## config.mk

```make
export PLATFORM = sky130hd
export DESIGN_NAME = cache_control
export DESIGN_NICKNAME = d
export VERILOG_FILES = /design/src/rtl/cache_control.sv
export SDC_FILE = /design/constraint.sdc
export NUM_CORES = 1
export LEC_CHECK = 0
export CAP_MARGIN = 10
export CELL_PAD_IN_SITES_DETAIL_PLACEMENT = 1
export CELL_PAD_IN_SITES_GLOBAL_PLACEMENT = 1
export CORE_MARGIN = 8
export CORE_UTILIZATION = 30
export DETAILED_ROUTE_END_ITERATION = 6
export PLACE_DENSITY_LB_ADDON = 0.1
export RECOVER_POWER = 100
export SYNTH_ARGS = -nofsm -noshare
export SYNTH_HDL_FRONTEND = slang
export SYNTH_SLANG_ARGS = --single-unit
```

## constraint.sdc

```tcl
create_clock -name clk -period 3.2 [get_ports clk]
set_input_delay 0.64 -clock clk [delete_from_list [all_inputs] [get_ports clk]]
set_output_delay 0.64 -clock clk [all_outputs]
set_load 0.01 [all_outputs]
```

## src/rtl/cache_control.sv

```systemverilog
// cache_control: write-back cache controller FSM (IDLE/COMPARE/WRITEBACK/ALLOCATE) with hit/miss counters
// Ports: clk, rst (sync, active-high); CPU side mem_read/mem_write -> mem_resp;
// datapath status hit, victim_valid, victim_dirty, lru_way; physical memory pmem_read/pmem_write/pmem_addr_sel <- pmem_resp;
// datapath controls way_sel, load_data, data_src, load_tag, set_dirty, clr_dirty, lru_update; hit_count/miss_count saturating.
module cache_control #(
  parameter int s_way = 1,
  parameter int s_index = 3
) (
  input  logic               clk,
  input  logic               rst,
  input  logic               mem_read,
  input  logic               mem_write,
  input  logic [2**s_way-1:0] hit,
  input  logic               victim_valid,
  input  logic               victim_dirty,
  input  logic [s_way-1:0]   lru_way,
  input  logic               pmem_resp,
  output logic               mem_resp,
  output logic               pmem_read,
  output logic               pmem_write,
  output logic               pmem_addr_sel,
  output logic [s_way-1:0]   way_sel,
  output logic               load_data,
  output logic               data_src,
  output logic               load_tag,
  output logic               set_dirty,
  output logic               clr_dirty,
  output logic               lru_update,
  output logic [31:0]        hit_count,
  output logic [31:0]        miss_count
);
  localparam int num_way = 2**s_way;
  typedef enum logic [1:0] {IDLE, COMPARE, WRITEBACK, ALLOCATE} state_t;
  state_t state;
  logic [s_way-1:0] victim;
  logic [s_way-1:0] hit_way;
  logic recheck;
  logic req;
  logic chit;
  logic cwr;
  logic fill;
  logic unused_index;
  assign unused_index = ^s_index;
  assign req = mem_read | mem_write;
  always_comb begin
    hit_way = '0;
    for (int i = num_way - 1; i >= 0; i--)
      if (hit[i]) hit_way = s_way'(i);
  end
  // COMPARE outputs react to hit in the same cycle; a recheck with the request gone stays silent
  assign chit = state == COMPARE && req && |hit;
  assign cwr = chit && mem_write;
  assign fill = state == ALLOCATE && pmem_resp;
  assign mem_resp = chit;
  assign lru_update = chit;
  assign data_src = cwr;
  assign set_dirty = cwr;
  assign load_data = cwr | fill;
  assign load_tag = fill;
  assign clr_dirty = fill;
  assign pmem_read = state == ALLOCATE;
  assign pmem_write = state == WRITEBACK;
  assign pmem_addr_sel = state == WRITEBACK;
  assign way_sel = chit ? hit_way : (state == WRITEBACK || state == ALLOCATE) ? victim : '0;
  always_ff @(posedge clk) begin
    if (rst) begin
      state <= IDLE;
      victim <= '0;
      recheck <= 1'b0;
      hit_count <= '0;
      miss_count <= '0;
    end else begin
      case (state)
        IDLE: if (req) state <= COMPARE;
        COMPARE: begin
          recheck <= 1'b0;
          if (!req) state <= IDLE;
          else if (|hit) begin
            state <= IDLE;
            if (!recheck && ~&hit_count) hit_count <= hit_count + 32'd1;
          end else begin
            victim <= lru_way;
            if (~&miss_count) miss_count <= miss_count + 32'd1;
            state <= (victim_valid && victim_dirty) ? WRITEBACK : ALLOCATE;
          end
        end
        WRITEBACK: if (pmem_resp) state <= ALLOCATE;
        ALLOCATE: if (pmem_resp) begin
          state <= COMPARE;
          recheck <= 1'b1;
        end
        default: state <= IDLE;
      endcase
    end
  end
endmodule

```

# After elaboration in Yosys (flattened, before gate mapping)
# Index checks and enable logic that the tools add are counted.
[op_classes]
shifts = 0
add_sub_neg = 2
order_cmp = 0
bitwise_logic = 4
eq_ne = 6
n_reduce_logical = 19
n_mux = 13
n_div = 0
n_mul = 0
[ops]
columns = ["op", "n"]
rows = [
  ["adder 32 x 1 -> 32 bit, second input constant", 2],
  ["AND reduction 32 bit", 2],
  ["2-to-1 mux 2 bit", 5],
  ["one-hot mux 2 bit (4 select lines)", 1],
  ["AND reduction 4 bit", 2],
  ["logical AND 1 bit", 6],
  ["2-to-1 mux 1 bit", 6],
  ["!= test 2 bit, second input constant", 3],
  ["AND reduction 3 bit", 2],
  ["equality test 2 bit, second input constant", 2],
  ["equality test 2 x 1 -> 1 bit, second input constant", 1],
  ["logical NOT 1 bit", 2],
  ["logical NOT 2 bit", 1],
  ["inverter 1 bit", 2],
  ["OR 1 bit", 2],
  ["one-hot mux 1 bit (2 select lines)", 1],
  ["AND reduction 2 bit", 1],
  ["nonzero test 2 bit", 1],
  ["OR reduction 2 bit", 1],
  ["logical OR 1 bit", 1],
]
[totals]
ff_bits = 68
mem_bits_ro = 0
ram_bits = 0
latch_bits = 0
input_bits = 10
memories = 0
wordCells = 49

# Longest topological paths before layout
# Gate-level depths: netlist of run 1.
[depth]
word_depth = 5
ltp_mapped = 8
ltp_nobuf = 7

# Worst setup path before layout of run 1
# No wires, ideal clock.
[synth_timing]
path_kind = "input port to flip-flop"
start = "input port hit[1]"
end = "register miss_count[25]"
setup_slack_ns = 0.751
arrival_ns = 2.328
t_required_ns = 3.079
path_buffers = 1
stages = 6
cell_sequence = "nor2_1 nand2_1 or4_1 buf_2 nor4_1 mux2_2"
[synth_via]
elab_chain_len = 3
[synth_rtl]
columns = ["item", "line", "source"]
rows = [
  ["from (decl)", "13", "input logic [2**s_way-1:0] hit,"],
  ["OR reduction 2 bit", "78", "else if (|hit) begin"],
  ["inverter 1 bit (no line)", "--", ""],
  ["AND reduction 4 bit (no line)", "--", ""],
  ["to (signal assigned)", "83", "if (~&miss_count) miss_count <= miss_count + 32'd1;"],
  ["to (decl)", "30", "output logic [31:0] miss_count"],
]
# No other way between the ends.
# A chain may end at the register's enable or synchronous reset.

# Final worst setup path of run 1
[layout_timing]
start = "input port hit[1]"
end = "output port load_data"
[layout_via]
elab_chain_len = 4
[layout_rtl]
columns = ["item", "line", "source"]
rows = [
  ["OR reduction 2 bit", "51", "assign chit = state == COMPARE && req && |hit;"],
  ["logical AND 1 bit", "51", ""],
  ["logical AND 1 bit", "52", "assign cwr = chit && mem_write;"],
  ["OR 1 bit", "58", "assign load_data = cwr | fill;"],
  ["to (decl)", "23", "output logic load_data,"],
]
# No other way between the ends.

==> flow_summary.json, run 1 <==
{
  "worstSetupPathType": "input pin to output pin",
  "r2r.worst_path.cells": 6,
  "finalHoldViolCount": 0,
  "topRoutingLayerUsed": "met4",
  "yosysWarnings": 0,
  "cts_buffers": 9,
  "rsz0062_at_grt": "no",
  "grt_first_pass_wirelength_mm": 20.29,
  "crit_fanout": 3,
  "pwr-share-seq_pct": 44.4,
  "cp.required_ns": 2.56,
  "synth_edf_count": 0,
  "place_inst": 675,
  "place_congestion": 0.7880,
  "htree_levels": 3,
  "die-width_um": 126.7,
  "drv_slew": 0,
  "start_util_pct": 30.61,
  "wl_per_cell_um": 17.78,
  "synth_common_cells": "dfxtp_1 (68), a21oi_1 (50), nand2_1 (31)",
  "yosysTopAreaCellShare_pct": 37.02,
  "status": "finished, final reports clean",
  "antenna_found_initial": 0,
  "seq_area_sq_mm": 0.001361,
  "slew_headroom_pct": 26.43,
  "post-synth-top-area-cell": "dfxtp_1",
  "synth_ff_type": "dfxtp_1",
  "p_comb_share_pct": 4.9,
  "multiInputGateArea_sq_mm": 0.002111,
  "clock_sinks": 68,
  "r2r_end": "miss_count[5]$_SDFFE_PP0P_",
  "netlist_area_sq_mm": 0.003677,
  "drc": 0,
  "routed_wl_mm": 12.27,
  "yosysMostFrequentCell": "dfxtp_1",
  "hold_path_class": "flop to flop",
  "drt_iter0_markers": 189,
  "die_height_um": 126.7,
  "fin_nets": 555,
  "route.met3.wl_um": 581,
  "worst_setup_path_end_kind": "output pin",
  "p_int_w": 0.001495,
  "cts_setup_buffers": 0,
  "die_area_sq_mm": 0.01606,
  "io_buffer_count": 84,
  "tritoncts": "yes",
  "drive_gt1_share_pct": 8.287,
  "fin_crit_sh_pct": 92.87,
  "core-area_sq_mm": 0.01201,
  "setup_viol": 0,
  "wl_met2_mm": 5.844,
  "boundaryPins": 85,
  "finalCriticalPeriod_ns": 2.972,
  "min_from": "victim$_SDFFE_PP0P_",
  "synthCells": 453,
  "yosys-top-cells-area": "dfxtp_1 (37%), a21oi_1 (6.8%), o21ai_0 (3.7%)",
  "p_leak_nw": 1.770,
  "drt_first_pass_iters": 4,
  "critPathLaunchType": "input pin",
  "fp-row-count": 40,
  "switchingPower_w": 0.0004353,
  "worstMarginPinSlew_ns": 1.104,
  "swShare_pct": 22.56,
  "hold-path-endpoint": "victim$_SDFFE_PP0P_",
  "clkLatencyLatePin_ns": 0.33,
  "maxCapViolations": 0,
  "seq_area_frac_synth_pct": 37.02,
  "setup-tns-final_ns": 0,
  "clockRootBuffer": "clkbuf_16",
  "dp_hpwl_mm": 9.101,
  "reg2reg_slack_ns": 0.30,
  "synth.distinct_cells": 50,
  "overflow": 0,
  "ant_nets": 0,
  "fin_cells": 690,
  "num_vias": 3868,
  "nFillCells": 1446,
  "ctsResizeCount": 0,
  "vias_per_cell": 5.606,
  "pwr-share-clk_pct": 50.7,
  "cp_data_arrival_time_ns": 2.33,
  "timing.rr.start": "miss_count[17]$_SDFFE_PP0P_",
  "skew_ns": 0.01050,
  "clock_path_buffers": 2,
  "holdPathStages": 2,
  "vdd_drop_max_uv": 202.9,
  "wl_met1_mm": 5.553,
  "fmax_mhz": 336.5,
  "areaGrowthSynthToFinish_pct": 33.96,
  "async_flop_share_pct": 0,
  "hold_buffers": 0,
  "p_per_area_mw_per_mm2": 391.8,
  "ys_ff_latch": 68,
  "grt_usage_pct": 15.45,
  "syn_nets": 469,
  "grt_start_max_net_pins": 25,
  "clk_pin_slew_worst_paths_ns": 0.06,
  "grt_pass1_vias": 3994,
  "n_antenna_cell": 0,
  "synth_area_per_cell_sq_um": 8.118
}
[worst max path at each step]
| stage | startpoint | end | cells after the start | slack, ns |
|---|---|---|---|---|
| floorplan | hit[1] | miss_count[25]$_SDFFE_PP0P_ | 6 | 0.75 |
| global placement | mem_write | miss_count[25]$_SDFFE_PP0P_ | 6 | 0.20 |
| detailed placement | mem_write | miss_count[25]$_SDFFE_PP0P_ | 6 | 0.19 |
| CTS | mem_read | mem_resp | 4 | 0.30 |
| global route | mem_write | lru_update | 4 | 0.08 |
| finish | hit[1] | load_data | 5 | 0.23 |
[state kept, by name, indices dropped and copies added (netlist names)]
register    count
miss_count     32
hit_count      32
victim          1
state           2
recheck         1
[power groups by stage]
stage / clock [W] / combinational [W] / sequential (W)
floorplan: 0 / 0.0000544 / 0.000875
global placement: 0 / 0.0000979 / 0.000875
detailed placement: 0 / 0.000100 / 0.000876
CTS: 0.00101 / 0.000101 / 0.000857
global route: 0.00104 / 0.000103 / 0.000858
finish: 0.000979 / 0.0000941 / 0.000857
[layer usage]
metal	vias up	track usage, %
met5	-	0
met4	0	7.348
met3	20	3.980
met2	72	25.91
met1	1893	18.06
li1	1883	-
[area by class of cell]
| type | instances | share of cell area, % |
|---|---|---|
| sequential | 68 | 27.64 |
| tap | 147 | 3.734 |
| multi-input combinational | 344 | 42.85 |
| clock inverter | 1 | 0.1016 |
| inverter | 17 | 1.295 |
| clock buffer | 14 | 5.766 |
| timing repair buffer | 99 | 18.62 |
[placed cells by master, fill, tap and decap left out, types with 9 or more instances in the layout]
cell type       n
nor4_1         11
nor2_1         29
nor3_1         11
or4_1          18
dlygate4sd3_1  75
nor2b_1        10
inv_1          17
mux2_2         11
or3_1          21
nand3_1        26
clkbuf_1       10
dfxtp_1        68
nand2_1        31
o21ai_0        27
o31ai_1        15
a21oi_1        50
nand4_1        17
clkbuf_16       9
[kinds of logic (layout without fill, tap and decap cells)]
group	Yosys count	in the layout	share of synthesized area (%)
xor gates and xnor gates	4	4	0.9529
AOI/OAI and AO/OA	112	112	18.03
buffers and inverters	41	131	5.478
adders and majority gates	6	6	2.041
and+or+nand+nor	209	209	32.56
DFF	68	68	37.02
muxes	13	13	3.913
[worst max-delay path, stage by stage]
cell             delay, ns
clkdlybuf4s50_1       0.44
or2_2                 0.32
and3_1                0.20
nand2b_1              0.13
dlygate4sd3_1         0.60
[through the flow]
step	setup WS, ns	power, W	hold WS, ns	area [sq um]	util, %
2_1_floorplan	0.7510	0.0009295	0.4302	3677	-
3_3_place_gp	0.1999	0.0009733	0.4528	4678	38.95
3_5_place_dp	0.1862	0.0009761	0.4651	4678	38.95
4_1_cts	0.3047	0.001965	0.4742	4967	41.35
5_1_grt	0.07803	0.001998	0.4963	4926	41.01
6_report	0.2282	0.001930	0.4665	4926	41.01
(Power assumes the default switching activity.)
==> run 2, diff against run 1 <==
--- a/config.mk
+++ b/config.mk
@@ -13,6 +13,7 @@
 export DETAILED_ROUTE_END_ITERATION = 6
 export PLACE_DENSITY_LB_ADDON = 0.1
 export RECOVER_POWER = 100
+export SLEW_MARGIN = 10
 export SYNTH_ARGS = -nofsm -noshare
 export SYNTH_HDL_FRONTEND = slang
 export SYNTH_SLANG_ARGS = --single-unit
==> results of run 2 <==
Final layout, timing and power as in run 1 (identical DEF).
